===== config.mk =====
export PLATFORM = sky130hd
export DESIGN_NAME = cur_mb_loader_flat
export DESIGN_NICKNAME = d
export VERILOG_FILES = /design/src/rtl/cur_mb_if.sv /design/src/rtl/cur_mb_loader.sv /design/src/flat_wrapper.sv
export SDC_FILE = /design/constraint.sdc
export NUM_CORES = 1
export LEC_CHECK = 0
export ABC_AREA = 1
export CAP_MARGIN = 20
export CORE_MARGIN = 8
export CORE_UTILIZATION = 30
export DETAILED_ROUTE_END_ITERATION = 6
export MAX_ROUTING_LAYER = met4
export PLACE_DENSITY = 0.45
export SLEW_MARGIN = 20
export SYNTH_ARGS = -nofsm -noshare
export SYNTH_HDL_FRONTEND = slang
export SYNTH_SLANG_ARGS = --single-unit

===== constraint.sdc =====
create_clock -name clk -period 5.3 [get_ports clk]
set_clock_uncertainty 0.15 [all_clocks]
set_input_delay 1.06 -clock clk [delete_from_list [all_inputs] [get_ports clk]]
set_output_delay 1.06 -clock clk [all_outputs]
set_load 0.02 [all_outputs]

===== src/rtl/cur_mb_if.sv =====
// cur_mb_if - pixel-stream and macroblock-memory write bundle for cur_mb_loader.
//
// Signals:
//   pix_valid/pix_data/pix_first/pix_ready : raster luma stream, one sample per handshake
//   mem_we/mem_waddr/mem_wdata             : write port of the current-macroblock memory
//   mb_full/mb_release                     : buffer-ownership handshake with the search engine
//   sync_err                               : one-cycle pulse on a mid-macroblock pix_first
//
// Modports:
//   master : the stream source / consumer side (drives samples and releases)
//   slave  : the loader itself
`timescale 1ns/1ps
interface cur_mb_if #(
  parameter int PIX_W  = 8,
  parameter int DATA_W = 64,
  parameter int ADDR_W = 5
);
  logic              pix_valid;
  logic [PIX_W-1:0]  pix_data;
  logic              pix_first;
  logic              pix_ready;
  logic              mem_we;
  logic [ADDR_W-1:0] mem_waddr;
  logic [DATA_W-1:0] mem_wdata;
  logic              mb_full;
  logic              mb_release;
  logic              sync_err;

  modport master (
    output pix_valid, pix_data, pix_first, mb_release,
    input  pix_ready, mem_we, mem_waddr, mem_wdata, mb_full, sync_err
  );

  modport slave (
    input  pix_valid, pix_data, pix_first, mb_release,
    output pix_ready, mem_we, mem_waddr, mem_wdata, mb_full, sync_err
  );
endinterface


===== src/rtl/cur_mb_loader.sv =====
// cur_mb_loader - packs a raster luma stream into 64-bit words and fills the
// current-macroblock memory of the motion estimator, one 16x16 block at a time.
//
// Ports:
//   clk  : rising-edge clock
//   rst  : asynchronous reset, active-high
//   bus  : cur_mb_if.slave
//          pix_valid/pix_data/pix_first in, pix_ready out  - sample stream
//          mem_we/mem_waddr/mem_wdata out                  - memory write port
//          mb_full out, mb_release in                      - buffer ownership
//          sync_err out                                    - resync pulse
//
// Every output is a register, so an asynchronous reset clears all of them
// immediately, and pix_ready is low while reset is held.
`timescale 1ns/1ps
module cur_mb_loader #(
  parameter int PIX_W        = 8,
  parameter int DATA_W       = 64,
  parameter int PIX_PER_WORD = 8,
  parameter int ADDR_W       = 5,
  parameter int MB_WORDS     = 32
) (
  input  logic     clk,
  input  logic     rst,
  cur_mb_if.slave  bus
);

  localparam int                BIDX_W    = (PIX_PER_WORD > 1) ? $clog2(PIX_PER_WORD) : 1;
  localparam logic [BIDX_W-1:0] LAST_LANE = BIDX_W'(PIX_PER_WORD - 1);
  localparam logic [ADDR_W-1:0] LAST_WORD = ADDR_W'(MB_WORDS - 1);

  generate
    if (DATA_W != PIX_W * PIX_PER_WORD) begin : g_bad_data_w
      $error("cur_mb_loader: DATA_W must equal PIX_W*PIX_PER_WORD");
    end
    if (MB_WORDS > (2 ** ADDR_W)) begin : g_bad_mb_words
      $error("cur_mb_loader: MB_WORDS must fit in ADDR_W address bits");
    end
  endgenerate

  typedef enum logic [1:0] {
    WAIT_FIRST,
    FILL,
    DRAIN,
    FULL
  } state_t;

  state_t              state_reg,     state_next;
  logic [BIDX_W-1:0]   byte_idx_reg,  byte_idx_next;
  logic [ADDR_W-1:0]   word_idx_reg,  word_idx_next;
  logic [DATA_W-1:0]   pack_reg,      pack_next;
  logic                pix_ready_reg, pix_ready_next;
  logic                mem_we_reg,    mem_we_next;
  logic [ADDR_W-1:0]   mem_waddr_reg, mem_waddr_next;
  logic [DATA_W-1:0]   mem_wdata_reg, mem_wdata_next;
  logic                mb_full_reg,   mb_full_next;
  logic                sync_err_reg,  sync_err_next;

  logic                accept;
  logic [DATA_W-1:0]   merged_word;   // pack_reg with the incoming sample dropped into its lane

  assign accept = bus.pix_valid && pix_ready_reg;

  // Lane 0 occupies the least-significant bits (little-endian packing).
  generate
    for (genvar gi = 0; gi < PIX_PER_WORD; gi++) begin : g_lane
      assign merged_word[gi*PIX_W +: PIX_W] =
        (byte_idx_reg == BIDX_W'(gi)) ? bus.pix_data : pack_reg[gi*PIX_W +: PIX_W];
    end
  endgenerate

  always_ff @(posedge clk or posedge rst) begin
    if (rst) begin
      state_reg     <= WAIT_FIRST;
      byte_idx_reg  <= '0;
      word_idx_reg  <= '0;
      pack_reg      <= '0;
      pix_ready_reg <= 1'b0;
      mem_we_reg    <= 1'b0;
      mem_waddr_reg <= '0;
      mem_wdata_reg <= '0;
      mb_full_reg   <= 1'b0;
      sync_err_reg  <= 1'b0;
    end else begin
      state_reg     <= state_next;
      byte_idx_reg  <= byte_idx_next;
      word_idx_reg  <= word_idx_next;
      pack_reg      <= pack_next;
      pix_ready_reg <= pix_ready_next;
      mem_we_reg    <= mem_we_next;
      mem_waddr_reg <= mem_waddr_next;
      mem_wdata_reg <= mem_wdata_next;
      mb_full_reg   <= mb_full_next;
      sync_err_reg  <= sync_err_next;
    end
  end

  always_comb begin
    state_next     = state_reg;
    byte_idx_next  = byte_idx_reg;
    word_idx_next  = word_idx_reg;
    pack_next      = pack_reg;
    mem_we_next    = 1'b0;
    mem_waddr_next = mem_waddr_reg;
    mem_wdata_next = mem_wdata_reg;   // write data holds between pulses
    sync_err_next  = 1'b0;

    unique case (state_reg)
      WAIT_FIRST: begin
        // Anything before the first pix_first is discarded.
        if (accept && bus.pix_first) begin
          pack_next[PIX_W-1:0] = bus.pix_data;
          byte_idx_next        = BIDX_W'(1);
          word_idx_next        = '0;
          state_next           = FILL;
        end
      end

      FILL: begin
        if (accept) begin
          if (bus.pix_first) begin
            // FILL is always entered with byte index 1, so any pix_first here
            // is mid-block: drop what has been gathered and restart at word 0.
            pack_next[PIX_W-1:0] = bus.pix_data;
            byte_idx_next        = BIDX_W'(1);
            word_idx_next        = '0;
            sync_err_next        = 1'b1;
          end else if (byte_idx_reg == LAST_LANE) begin
            mem_we_next    = 1'b1;
            mem_waddr_next = word_idx_reg;
            mem_wdata_next = merged_word;
            pack_next      = merged_word;
            byte_idx_next  = '0;
            if (word_idx_reg == LAST_WORD) begin
              // Word index parks on the last address until the block is released.
              state_next = DRAIN;
            end else begin
              word_idx_next = word_idx_reg + ADDR_W'(1);
            end
          end else begin
            pack_next     = merged_word;
            byte_idx_next = byte_idx_reg + BIDX_W'(1);
          end
        end
      end

      DRAIN: begin
        // One cycle so the final write lands before mb_full is seen.
        state_next = FULL;
      end

      FULL: begin
        if (bus.mb_release) begin
          word_idx_next = '0;
          byte_idx_next = '0;
          state_next    = WAIT_FIRST;
        end
      end

      default: state_next = WAIT_FIRST;
    endcase

    pix_ready_next = (state_next == WAIT_FIRST) || (state_next == FILL);
    mb_full_next   = (state_next == FULL);
  end

  assign bus.pix_ready = pix_ready_reg;
  assign bus.mem_we    = mem_we_reg;
  assign bus.mem_waddr = mem_waddr_reg;
  assign bus.mem_wdata = mem_wdata_reg;
  assign bus.mb_full   = mb_full_reg;
  assign bus.sync_err  = sync_err_reg;

endmodule


===== src/flat_wrapper.sv =====
// flat-port wrapper written by rule: the top's interface ports become plain ports
module cur_mb_loader_flat 
#(
  parameter int PIX_W        = 8,
  parameter int DATA_W       = 64,
  parameter int PIX_PER_WORD = 8,
  parameter int ADDR_W       = 5,
  parameter int MB_WORDS     = 32
)
  (clk, rst, bus_pix_valid, bus_pix_data, bus_pix_first, bus_mb_release, bus_pix_ready, bus_mem_we, bus_mem_waddr, bus_mem_wdata, bus_mb_full, bus_sync_err);
  cur_mb_if #(.PIX_W(PIX_W), .DATA_W(DATA_W), .ADDR_W(ADDR_W)) bus_i ();
  input  logic clk;
  input  logic rst;
  input wire logic [$bits(bus_i.pix_valid)-1:0] bus_pix_valid;
  input wire logic [$bits(bus_i.pix_data)-1:0] bus_pix_data;
  input wire logic [$bits(bus_i.pix_first)-1:0] bus_pix_first;
  input wire logic [$bits(bus_i.mb_release)-1:0] bus_mb_release;
  output wire logic [$bits(bus_i.pix_ready)-1:0] bus_pix_ready;
  output wire logic [$bits(bus_i.mem_we)-1:0] bus_mem_we;
  output wire logic [$bits(bus_i.mem_waddr)-1:0] bus_mem_waddr;
  output wire logic [$bits(bus_i.mem_wdata)-1:0] bus_mem_wdata;
  output wire logic [$bits(bus_i.mb_full)-1:0] bus_mb_full;
  output wire logic [$bits(bus_i.sync_err)-1:0] bus_sync_err;
  assign bus_i.pix_valid = bus_pix_valid;
  assign bus_i.pix_data = bus_pix_data;
  assign bus_i.pix_first = bus_pix_first;
  assign bus_i.mb_release = bus_mb_release;
  assign bus_pix_ready = bus_i.pix_ready;
  assign bus_mem_we = bus_i.mem_we;
  assign bus_mem_waddr = bus_i.mem_waddr;
  assign bus_mem_wdata = bus_i.mem_wdata;
  assign bus_mb_full = bus_i.mb_full;
  assign bus_sync_err = bus_i.sync_err;
  cur_mb_loader #(.PIX_W(PIX_W), .DATA_W(DATA_W), .PIX_PER_WORD(PIX_PER_WORD), .ADDR_W(ADDR_W), .MB_WORDS(MB_WORDS)) u_core (.clk(clk), .rst(rst), .bus(bus_i));
endmodule

==> results of run 1 <==
where the power goes:
group / internal, µW / total (µW) / leakage, µW / switching, µW
clock: 802 / 1260 / 0.000308 / 456
sequential: 1380 / 1560 / 0.00188 / 183
combinational: 469 / 1220 / 0.00162 / 749
cell type report:
cell class | instances | area, µm²
Clock inverter | 10 | 138
Sequential cell | 139 | 3480
Clock buffer | 22 | 494
Fill cell | 2077 | 12300
Inverter | 35 | 136
Multi-Input combinational cell | 540 | 2330
Tap cell | 270 | 338
Timing Repair Buffer | 92 | 903
metal layers:
layer / up-vias / share of wire [%]
met1: 2497 / 46
met5: - / 0
li1: 2527 / -
met2: 132 / 48
met3: 14 / 5.1
met4: 0 / 1.1
synthesized netlist by cell type:
| cell | count |
|---|---|
| inv_1 | 31 |
| nor2_1 | 24 |
| nand3_1 | 9 |
| inv_2 | 4 |
| buf_4 | 5 |
| ha_1 | 8 |
| o21ai_0 | 121 |
| nand3_2 | 1 |
| nand2_1 | 344 |
| nand2_2 | 2 |
| o211ai_1 | 1 |
| clkbuf_1 | 18 |
| a21oi_1 | 4 |
| o21ai_1 | 21 |
| or2_2 | 1 |
| nand4_1 | 2 |
| buf_6 | 3 |
| dfrtp_1 | 139 |
| nor2_4 | 1 |
| buf_2 | 11 |
| o21ai_2 | 1 |
per-stage QoR:
step / util, % / area, µm² / worst slack (ps) / hold slack, ps / cells
floorplan: - / 6130 / 365 / 299 / 751
global placement: 35.6 / 7190 / 1790 / 313 / 1076
detailed placement: 35.6 / 7190 / 1750 / 316 / 1076
CTS: 38.8 / 7820 / 2160 / 332 / 1108
finish: 38.8 / 7820 / 2180 / 328 / 1108
global route: 38.8 / 7820 / 1960 / 346 / 1108
logic make-up after synthesis:
family,Yosys count,share of synthesized area (%)
fa+ha+maj,8,1.63
buf+inv,72,5.31
simple gates,384,24.1
flops,139,56.7
compound gates,148,12.2
path summary, 6_finish.rpt:
check / start / to / slack, ps / depth (start not counted)
min in group asynchronous: rst / u_core.bus.sync_err / 980 / 2
hold reg to reg: u_core.bus.mem_wdata[25] / u_core.bus.mem_wdata[25] / 330 / 2
max in group asynchronous: rst / u_core.bus.mem_wdata[31] / 3030 / 3
setup / recovery: bus_pix_first / u_core.bus.mem_wdata[3] / 2180 / 6
setup reg to reg: u_core.byte_idx_reg[0] / u_core.bus.mem_wdata[3] / 2520 / 8
hold / removal: u_core.bus.mem_wdata[25] / u_core.bus.mem_wdata[25] / 330 / 2
worst max-delay path, cell delays in order:
cell and delay [ps]:
clkdlybuf4s50_1 470, nor2_4 300, nand2_2 480, inv_2 720, nand2_1 140, nand2_1 110
==> summary.txt, run 1 <==
status: finished clean
Worst setup SP type: input pin
H-tree depth: 4
nets: 846
Starting Density: 30.4%
DR WL/cell: 15.6 µm
Max Fclk: 0.320 GHz
Crit Path Category: input pin to flop
post-synth cell types: 21
most common cell after layout, fill and taps aside: nand2_1
clock insertion delay at the later pin of the skew report: 430 ps
RSZ-0062 raised after global routing: false
Post-Syn Area: 6130 µm²
Power Density: 516 nW/µm²
Max FO, Critical Path: 43
first-pass GRT wire length: 28.1 mm
Post-CTS Setup Inserts: 0
max FFs per register: 64
met1 Use GR: 17.6%
hold_buf cts: 0
Layout area overhead: 27.6%
Slew Viols, Final: 0
Rows: 52
Least-Margin Pin Slew: 884 ps
Clock Sinks: 139
final wirelength: 17.3 mm
core footprint: 20200 µm²
Total GRT Usage: 14.3%
Crit path arrival time: 3330 ps
Max VDD drop: 0.246 mV
PortBufs: 85
vias in the first global route: 5164
clk root buf: clkbuf_16
post-synthesis cell count: 751
FF+latch count, synth: 139
sequential-to-total area share from yosys stat: 56.7%
Ant. Diodes: 0
Synth Net Count: 772
Synthesis Warnings: 0
leakage: 0.00381 µW
grt peak-use layer: met2
die height: 159 µm
I/O pin total: 86
final global-route overflow total: 0
met3 Usage GRT: 3.67%
post-synth top area cell: dfrtp_1
setup tns final: 0 ps
post-DR vias/cell: 4.67
DR pass1 iterations: 5
Post-DP HPWL: 11.2 mm
Resized cells post-CTS: 0
maxcap violations: 0
Req. time, crit path: 5500 ps
Worst setup EP type: flop
syn avg cell area: 8.16 µm²
Tot Pwr: 4030 µW
period utilization: 58.9%
Clock Path Buffers: 2
CTS buffer count: 17
Die ar.: 25300 µm²
most frequent cells in the layout: 344 x nand2_1, 139 x dfrtp_1, 121 x o21ai_0, 85 x clkdlybuf4s50_1, 30 x inv_1
Area contributors post-synth: dfrtp_1 57%, nand2_1 21%, o21ai_0 9.9%
residual DRC count: 0
CTS tree: built
clock period minus worst slack: 3120 ps
Setup violations, final: 0
die outline width: 159 µm
Final Hold Viols: 0
Routed Antenna Nets: 0
Clock Pin Slew Worst Setup and Hold Paths: 60 ps
largest net degree at the start of global routing: 81
share of layout cells above drive strength 1: 6.09%
initial antenna violation count: 0
Rel. slew slack: 40.9%
DRT iter0 DRCs: 329
HP Class: flop to flop
GR Util met2: 23.0%
total number of vias: 5170
gp weighted congestion: 0.732
Synth top area share: 56.7%
(Power assumes the default switching activity.)
==> run 2, diff against run 1 <==
--- a/config.mk
+++ b/config.mk
@@ -11,7 +11,7 @@
 export CORE_UTILIZATION = 30
 export DETAILED_ROUTE_END_ITERATION = 6
 export MAX_ROUTING_LAYER = met4
-export PLACE_DENSITY = 0.45
+export PLACE_DENSITY = 0.47
 export SLEW_MARGIN = 20
 export SYNTH_ARGS = -nofsm -noshare
 export SYNTH_HDL_FRONTEND = slang
==> constraint.sdc (replaced) <==
create_clock -name clk -period 2.6 [get_ports clk]
set_clock_uncertainty 0.15 [all_clocks]
set_input_delay 0.52 -clock clk [delete_from_list [all_inputs] [get_ports clk]]
set_output_delay 0.52 -clock clk [all_outputs]
set_load 0.02 [all_outputs]
==> run 2 against run 1 <==
Net effect: setup slack lost 1700 ps; global-route usage grew 0.34 points; die area is the same; largest power group unchanged; critical path depth shrank 5; sequential share of layout area shrank 0.93 points; register-to-register slack lost 1900 ps; non-clock buffer count grew 12; core utilization grew 0.83 points.
==> summary.txt, run 2 (synthesized netlist as in run 1, its figures left out) <==
status: finished clean (unchanged)
Crit Path Category: flop to output pin (was input pin to flop)
Clock Pin Slew Worst Setup and Hold Paths: 60 ps (about the same)
Worst setup SP type: flop (was input pin)
core footprint: 20200 µm² (unchanged)
period utilization: 81.7%
Rel. slew slack: 61.6% (was 40.9%)
initial antenna violation count: 0 (unchanged)
CP cell instances: clkdlybuf4s50_1 (was clkdlybuf4s50_1, nor2_4, nand2_2, inv_2, nand2_1, nand2_1)
leakage: 0.00388 µW (was 0.00381 µW)
DR pass1 iterations: 7 (was 5)
Setup violations, final: 0 (unchanged)
WP depth: 1 (was 6)
GR Util met2: 23.3% (was 23.0%)
met3 Usage GRT: 2.97% (was 3.67%)
Final Hold Viols: 0 (unchanged)
max FFs per register: 64 (unchanged)
HP Class: flop to flop (unchanged)
I/O pin total: 86 (unchanged)
Slew Viols, Final: 0 (unchanged)
Crit path arrival time: 1450 ps (was 3330 ps)
residual DRC count: 0 (unchanged)
Die ar.: 25300 µm² (unchanged)
RSZ-0062 raised after global routing: false (unchanged)
Max FO, Critical Path: 2 (was 43)
hold_buf cts: 0 (unchanged)
Total GRT Usage: 14.6% (was 14.3%)
met1 Use GR: 18.3% (was 17.6%)
clk root buf: clkbuf_16 (unchanged)
Post-CTS Setup Inserts: 0 (unchanged)
clock insertion delay at the later pin of the skew report: 420 ps (was 430 ps)
share of layout cells above drive strength 1: 7.41% (was 6.09%)
DRT iter0 DRCs: 440 (was 329)
DR WL/cell: 15.6 µm (about the same)
largest net degree at the start of global routing: 82 (was 81)
final wirelength: 17.4 mm (was 17.3 mm)
Final Cell Area: 7990 µm² (was 7820 µm²)
Worst setup EP type: output pin (was flop)
Post-DP HPWL: 11.7 mm (was 11.2 mm)
post-DR vias/cell: 4.66 (was 4.67)
PortBufs: 85 (unchanged)
Max Fclk: 0.471 GHz
vias in the first global route: 5266 (was 5164)
Clock Sinks: 139 (unchanged)
Rows: 52 (unchanged)
Least-Margin Pin Slew: 574 ps (was 884 ps)
Clock Path Buffers: 2 (unchanged)
CP top delay family: buffers and inverters (unchanged)
Routed Antenna Nets: 0 (unchanged)
Ant. Diodes: 0 (unchanged)
Starting Density: 30.4% (unchanged)
slowest CP cell: clkdlybuf4s50_1 (was inv_2)
CTS buffer count: 17 (unchanged)
H-tree depth: 4 (unchanged)
CTS tree: built (unchanged)
final global-route overflow total: 0 (unchanged)
Req. time, crit path: 1930 ps (was 5500 ps)
grt peak-use layer: met2 (unchanged)
gp weighted congestion: 0.768 (was 0.732)
post-layout util: 39.6% (was 38.8%)
Power Density: 1050 nW/µm² (was 516 nW/µm²)
hold path depth: 2 (unchanged)
setup tns final: 0 ps (unchanged)
crit-path max cell delay: 640 ps (was 720 ps)
most common cell after layout, fill and taps aside: nand2_1 (unchanged)
worst reg2reg path depth: 8 (unchanged)
clock period minus worst slack: 2120 ps
Hold Worst Slack: 329 ps (was 328 ps)
total number of vias: 5219 (was 5170)
die outline width: 159 µm (unchanged)
maxcap violations: 0 (unchanged)
Resized cells post-CTS: 0 (unchanged)
first-pass GRT wire length: 28.9 mm (was 28.1 mm)
Max VDD drop: 0.541 mV (was 0.246 mV)
critical path buffer and inverter count: 1 (was 2)
nets: 858 (was 846)
placed inst area: 7340 µm² (was 7190 µm²)
most frequent cells in the layout: 344 x nand2_1, 139 x dfrtp_1, 121 x o21ai_0, 85 x clkdlybuf4s50_1, 30 x inv_1 (unchanged)
Layout area overhead: 30.3% (was 27.6%)
die height: 159 µm (unchanged)
run 2: metrics by stage:
step	cells	setup WS [ps]	power (µW)
6_report	1120	477	8380
2_1_floorplan	751	195	4730
3_3_place_gp	1088	351	5710
4_1_cts	1120	453	8480
3_5_place_dp	1088	281	5770
5_1_grt	1120	401	8940
run 2: tightest hold or removal path, stage by stage, from the launching register on:
cell and delay, ps:
dfrtp_1 340, nand2_1 50, nand2_1 60
run 2: layer usage:
metal	vias to the layer above	wire, µm
li1	2553	-
met4	0	255
met5	-	0
met3	21	799
met2	140	8380
met1	2505	8010
run 2: final timing paths:
kind | from | endpoint | slack (ps)
min | u_core.bus.mem_wdata[14] | u_core.bus.mem_wdata[14] | 330
max | u_core.bus.mem_wdata[49] | bus_mem_wdata[49] | 480
max in group asynchronous | rst | u_core.bus.mem_wdata[22] | 1470
min reg2reg | u_core.bus.mem_wdata[14] | u_core.bus.mem_wdata[14] | 330
max reg2reg | u_core.byte_idx_reg[0] | u_core.bus.mem_wdata[63] | 630
min in group asynchronous | rst | u_core.word_idx_reg[2] | 420
run 2: where the power goes:
| part | internal [µW] | switching (µW) |
|---|---|---|
| Clock | 1700 | 960 |
| Sequential | 2800 | 365 |
| Combinational | 999 | 1550 |
| Total | 5500 | 2870 |
run 2: area by class of cell:
type                            count  area [µm²]
Clock buffer                       17         425
Clock inverter                     15         221
Fill cell                        2038       12200
Inverter                           35         135
Multi-Input combinational cell    540        2330
Sequential cell                   139        3480
Tap cell                          270         338
Timing Repair Buffer              104        1060
